File: src/rtl/pipe_hazard_scoreboard.sv
// pipe_hazard_scoreboard: ID-stage hazard and forwarding unit. Tracks
// in-flight destination tags in a DEPTH-entry shift scoreboard and derives
// per-operand bypass selects, load-use stalls and mul/div busy stalls.
//
// Ports:
//   clock, resetn        : rising-edge clock, synchronous active-low reset
//   id_valid, id_flush   : ID holds a real instruction / annul it (flush)
//   id_rs/rt, id_uses_*  : source registers and whether each is read
//   id_wreg, id_wn       : destination write enable and register
//   id_is_load           : instruction is a load
//   id_is_md, id_uses_md : starts a mul/div / reads the mul/div result
//   fwda, fwdb           : 0 = register file, k = stage-k result
//   stall, issue         : freeze PC and IF/ID / ID advances this cycle
//   md_busy              : mul/div unit occupied
//
// Build option: define HAZ_MD_EN to build the mul/div occupancy counter;
// without it md_busy is tied low and id_is_md/id_uses_md are ignored.

module pipe_hazard_scoreboard #(
  parameter int DEPTH      = 3,
  parameter int LOAD_STAGE = 2,
  parameter int RN_W       = 5,
  parameter int MD_LAT     = 4,
  localparam int FW_W      = $clog2(DEPTH + 1)
) (
  input  logic            clock,
  input  logic            resetn,
  input  logic            id_valid,
  input  logic [RN_W-1:0] id_rs,
  input  logic [RN_W-1:0] id_rt,
  input  logic            id_uses_rs,
  input  logic            id_uses_rt,
  input  logic            id_wreg,
  input  logic [RN_W-1:0] id_wn,
  input  logic            id_is_load,
  input  logic            id_is_md,
  input  logic            id_uses_md,
  input  logic            flush,
  output logic [FW_W-1:0] fwda,
  output logic [FW_W-1:0] fwdb,
  output logic            stall,
  output logic            issue,
  output logic            md_busy
);

  typedef struct packed {
    logic            v;
    logic            wr;
    logic [RN_W-1:0] wn;
    logic            ld;
  } sb_ent_t;

  sb_ent_t sb [1:DEPTH];

  logic [FW_W-1:0] sel_a;
  logic [FW_W-1:0] sel_b;
  logic            haz_a;
  logic            haz_b;
  logic            md_haz;
  logic            go;

  function automatic logic hit(
    input sb_ent_t         e,
    input logic [RN_W-1:0] rn,
    input logic            use_r
  );
    return use_r & e.v & e.wr &
           (e.wn != '0) & (e.wn == rn);
  endfunction

  // Walk oldest to youngest so the
  // youngest matching stage wins.
  always_comb begin
    sel_a = '0;
    sel_b = '0;
    haz_a = 1'b0;
    haz_b = 1'b0;
    for (int k = DEPTH; k >= 1; k--) begin
      if (hit(sb[k], id_rs, id_uses_rs)) begin
        sel_a = FW_W'(k);
        haz_a = sb[k].ld && (k < LOAD_STAGE);
      end
      if (hit(sb[k], id_rt, id_uses_rt)) begin
        sel_b = FW_W'(k);
        haz_b = sb[k].ld && (k < LOAD_STAGE);
      end
    end
  end

`ifdef HAZ_MD_EN
  localparam int MD_W = (MD_LAT > 1) ? $clog2(MD_LAT) : 1;

  logic [MD_W-1:0] md_cnt;
  logic [MD_W-1:0] md_nxt;
  logic            md_load;

  assign md_busy = (md_cnt != '0);
  assign md_haz  = md_busy & (id_is_md | id_uses_md);
  // A new op can only issue once the
  // counter has drained, so load and
  // decrement never coincide.
  assign md_load = issue & id_is_md;

  always_comb begin
    md_nxt = md_cnt;
    unique case (1'b1)
      md_load: md_nxt = MD_W'(MD_LAT - 1);
      md_busy: md_nxt = md_cnt - 1'b1;
      default: md_nxt = md_cnt;
    endcase
  end

  always_ff @(posedge clock) begin
    if (!resetn) begin
      md_cnt <= '0;
    end else begin
      md_cnt <= md_nxt;
    end
  end
`else
  logic unused_md;

  assign unused_md = id_is_md ^ id_uses_md;
  assign md_busy   = 1'b0;
  assign md_haz    = 1'b0;
`endif

  assign go    = id_valid & ~flush;
  assign stall = go & (haz_a | haz_b | md_haz);
  assign issue = go & ~stall;

  assign fwda = stall ? '0 : sel_a;
  assign fwdb = stall ? '0 : sel_b;

  // Older entries always advance; a
  // stalled or annulled slot enters
  // as a bubble.
  always_ff @(posedge clock) begin
    if (!resetn) begin
      for (int k = 1; k <= DEPTH; k++) begin
        sb[k] <= '0;
      end
    end else begin
      for (int k = DEPTH; k >= 2; k--) begin
        sb[k] <= sb[k-1];
      end
      if (issue) begin
        sb[1] <= '{v:  1'b1,
                   wr: id_wreg,
                   wn: id_wn,
                   ld: id_is_load};
      end else begin
        sb[1] <= '0;
      end
    end
  end

endmodule

File: config.mk
export PLATFORM = sky130hd
export DESIGN_NAME = pipe_hazard_scoreboard
export DESIGN_NICKNAME = d
export VERILOG_FILES = /design/src/rtl/pipe_hazard_scoreboard.sv
export SDC_FILE = /design/constraint.sdc
export NUM_CORES = 1
export LEC_CHECK = 0
export ABC_AREA = 1
export ABC_CLOCK_PERIOD_IN_PS = 1500
export CORE_MARGIN = 8
export CORE_UTILIZATION = 35
export CTS_CLUSTER_SIZE = 25
export DETAILED_ROUTE_END_ITERATION = 8
export DONT_BUFFER_PORTS = 1
export GPL_ROUTABILITY_DRIVEN = 1
export PLACE_DENSITY = 0.47
export SLEW_MARGIN = 0
export SYNTH_ARGS = -nofsm -noshare
export SYNTH_HDL_FRONTEND = slang
export SYNTH_SLANG_ARGS = --single-unit
File: constraint.sdc
create_clock -name clock -period 1.5 [get_ports clock]
set_clock_uncertainty 0.05 [all_clocks]
set_input_delay 0.15 -clock clock [delete_from_list [all_inputs] [get_ports clock]]
set_output_delay 0.15 -clock clock [all_outputs]
set_load 0.005 [all_outputs]
; ---- After elaboration in Yosys (flattened, before gate mapping)
; Memories as Yosys holds them, arrays and structs flattened.
; Index checks and enable logic that the tools add are counted.
[word_totals]
register_bits = 0
ramBits = 24
inputBits = 25
out_inout_bits = 7
memories = 1
[op_classes]
n_eq_ne = 6
mux = 22
bitwise = 34
reduce_logical = 3
[mem_list]
columns = name, words, word_bits, rd, rd_clocked_by_memory_dff, write_ports, line
row1 = sb, 3, 8, 3, 0, 3, 53  ; sb_ent_t sb [1:DEPTH];
[op_table]
columns = cell, count
row1 = $mux W8, 4
row2 = $eq A5 B5 Y1, 6
row3 = $and A1 B1 Y1, 27
row4 = $mux W2, 8
row5 = $reduce_bool A5 Y1, 3
row6 = $mux W1, 10
row7 = $or A1 B1 Y1, 5
row8 = $not A1 Y1, 2

; ---- Longest topological paths before layout
; An unclocked memory read counts as a cell.
[logic_depth]
ltp_word = 15
ltp_mapped = 10
mapped_depth_nobuf = 10

; ---- Worst setup path after synthesis
; OpenSTA, ideal clock, no wires.
[synth_timing]
kind = register -> output
startpoint = reg sb[0][10] (netlist name)
endpoint = out fwda[1]
arrival_time_ns = 1.243
t_required_ns = 1.300
setup_slack_ns = 0.057
path_stages_with_launch = 8
path_cell_list = edfxtp_1 or2_0 nor2_2 nor2_1 nand2_1 a21boi_0 nand2_1 inv_1
[synth_lines]
columns = item, line
row1 = end: declaration, 39  ; output logic [FW_W-1:0] fwda,

==> metrics <==
outcome finished, violations left; violated checks setup timing; crit share post-route 120.9%; Hold EP sb[0][8]$_SDFFCE_PP0P_; Core Area 3971 µm²; met3 global-route usage 3.941%; die height 79.78 µm; PnR worst setup slack -0.3129 ns; GR Util met2 17.28%; most common cell after layout, fill and taps aside nand2_1; largest net degree at the start of global routing 15; Synth Instances 216; biggest regs sb: 22 flops; Initial Utilization 35.85%; gpl congestion 0.8703; sequential area share after synthesis 36.56%; IO Count 32; # DRC 0; Cells after DPL 273; final setup vio count 14; Max Clk Rate 551.6 MHz; H-tree Lvls 1; Yosys cell types 22; CP arrival 1.61 ns; Worst Setup SP sb[0][10]$_SDFFCE_PP0P_; total number of vias 1189; mean routed wirelength per cell 11.87 µm; initial antenna violation count 0; Root Buffer clkbuf_8; dpl cell area 1516 µm²; fin cells 281; worst r2r src sb[0][10]$_SDFFCE_PP0P_; most frequent cells in the layout nand2_1 (61), inv_1 (43), nor2_1 (32); gr busiest metal met2; DR pass1 iterations 4; Peak VDD IR 484.4 µV; fin. max-slew vios 0; Net Sw Power 0.0003010 W; Least-Margin Pin Slew 0.5532 ns; Reg power frac 52.9%; CTS tree built; clock power share 34.0%; total power 0.001252 W; met1 Usage GRT 14.17%; Congestion Overflow GR 0; final net count 257; Final Hold Vio Count 0; Area contributors post-synth dfxtp_1 (20%), edfxtp_1 (17%), nand2_1 (16%); total CTS buffers 3; worst min-delay path class in -> reg; CTS sink cnt 22; Synth Register Bits 22; post-DP HPWL 2704 µm; clk buf depth 2; Post-Syn Area per Cell 6.592 µm²; Hold Path Origin id_is_load; post-synth top area share 19.68%; RSZ-0062 raised after global routing true; Critical Path RT 1.30 ns; Clock transition at path regs 0.08 ns; synthesized cell area 1424 µm²; Logic pwr share 13.1%; max reg flops 22; R2R Setup Slk -0.12 ns; Die ar. 6365 µm²; Min-Delay Path Depth 2; GRT Util Overall 11.23%; final non-filler cell area 1638 µm²; Register-to-Register Path Depth 9; critical path type reg -> out; crit start category flip-flop; Vias/cell 4.231; minimum clock period 1.813 ns; CP max FO 4; yosys warns 0; Die Wd 79.78 µm; n_diodes 0; Routed WL 3335 µm; cell-internal power 0.0009511 W; clk_lat worst skew 0.26 ns; Worst Setup End Kind output pin; Row Count 23; Slew HR 63.00%; leakage 0.8384 nW; vias in the first global route 1214; Power Density 764.5 nW/µm²; Setup TNS -2.525 ns; maxcap violations 0; Largest Register sb; Final ANT Viol Nets 0; Area Growth Syn to Fin 15.03%; most area-hungry cell type in the Yosys netlist dfxtp_1; Crit Reg-Reg Endpoint sb[0][10]$_SDFFCE_PP0P_; DRT iter0 DRCs 29; first-pass GRT wire length 5499 µm; layout cells sized above 1 9.524%; IO Port Bufs 0; sw frac 24.04%
## what timing repair did
item,in CTS,in global routing
hold buffers,1,0
endpoints found under the hold margin,14,0
resized for setup,9,3
setup endpoints to repair,14,14
pin swaps,11,0
buffers inserted,3,0
## kinds of logic (layout without fill, tap and decap cells)
kind of cell	after synthesis	after routing	share of synthesized area, %
DFF	22	22	36.56
xor gates and xnor gates	22	22	13.53
and+or+nand+nor	116	116	34.18
other	2	9	0.5274
buffers and inverters	48	56	12.92
AOI/OAI and AO/OA	6	6	2.285
## power by group through the flow
stage                     logic, W  clock network [W]  registers (W)
after floorplan           0.000126                  0       0.000670
after global placement    0.000143                  0       0.000676
after detailed placement  0.000143                  0       0.000676
after CTS                 0.000163           0.000443       0.000662
after global routing      0.000189           0.000472       0.000666
final                     0.000164           0.000426       0.000662
## routing by layer
layer  up-vias  routed length (µm)  part of all wire, %
met2        23                1399                   42
met3         7                 217                  6.5
met4         0                  49                  1.5
met1       509                1668                   50
li1        650                   -                    -
met5         -                   0                    0
## synth_stat cells
cell and n:
a21boi_0 1, conb_1 2, xnor2_1 22, buf_4 1, edfxtp_1 8, and2_1 1, nand3_1 10, nand3b_1 1
or2_0 1, inv_1 46, nand2_1 61, dfxtp_1 14, nor3_1 3, nand2_2 2, or2_2 1, nand3_4 1
a21oi_1 3, o21ai_0 2, nor2_2 1, clkbuf_1 1, nor2_1 33, nand4_1 1
## layout make-up
type	instances	area, µm²
Fill cell	439	2333
Multi-Input combinational cell	153	772.0
Sequential cell	22	520.5
Inverter	46	172.7
Tap cell	50	62.56
Clock buffer	4	55.05
Timing Repair Buffer	6	55.05
## stage by stage
step	worst slack (ns)	hold slack, ns	utilization, %
6_report	-0.3129	0.04303	41.24
5_1_grt	-0.4641	0.02922	41.24
4_1_cts	-0.3028	0.04059	41.18
3_5_place_dp	-0.1200	0.2007	38.19
3_3_place_gp	-0.1193	0.2006	38.19
2_1_floorplan	0.05677	0.1976	-
## how the worst max path moves through the flow
stage / depth (start not counted) / end / slack [ns]
2_1_floorplan: 7 / fwda[1] / 0.06
3_3_place_gp: 7 / fwda[1] / -0.12
3_5_place_dp: 8 / sb[0][10]$_SDFFCE_PP0P_ / -0.12
4_1_cts: 8 / fwdb[1] / -0.30
5_1_grt: 8 / fwdb[1] / -0.46
6_report: 9 / fwdb[1] / -0.31
## critical path: stages, from the launching register on
cell and delay [ns]:
edfxtp_1 0.47, buf_6 0.16, xnor2_2 0.13, nand2_1 0.09, nor2_1 0.10, nand2_1 0.09, nand2_1 0.08, nand3_2 0.09
nand2_1 0.10, inv_2 0.04
Power figures use the tool's default switching activity.
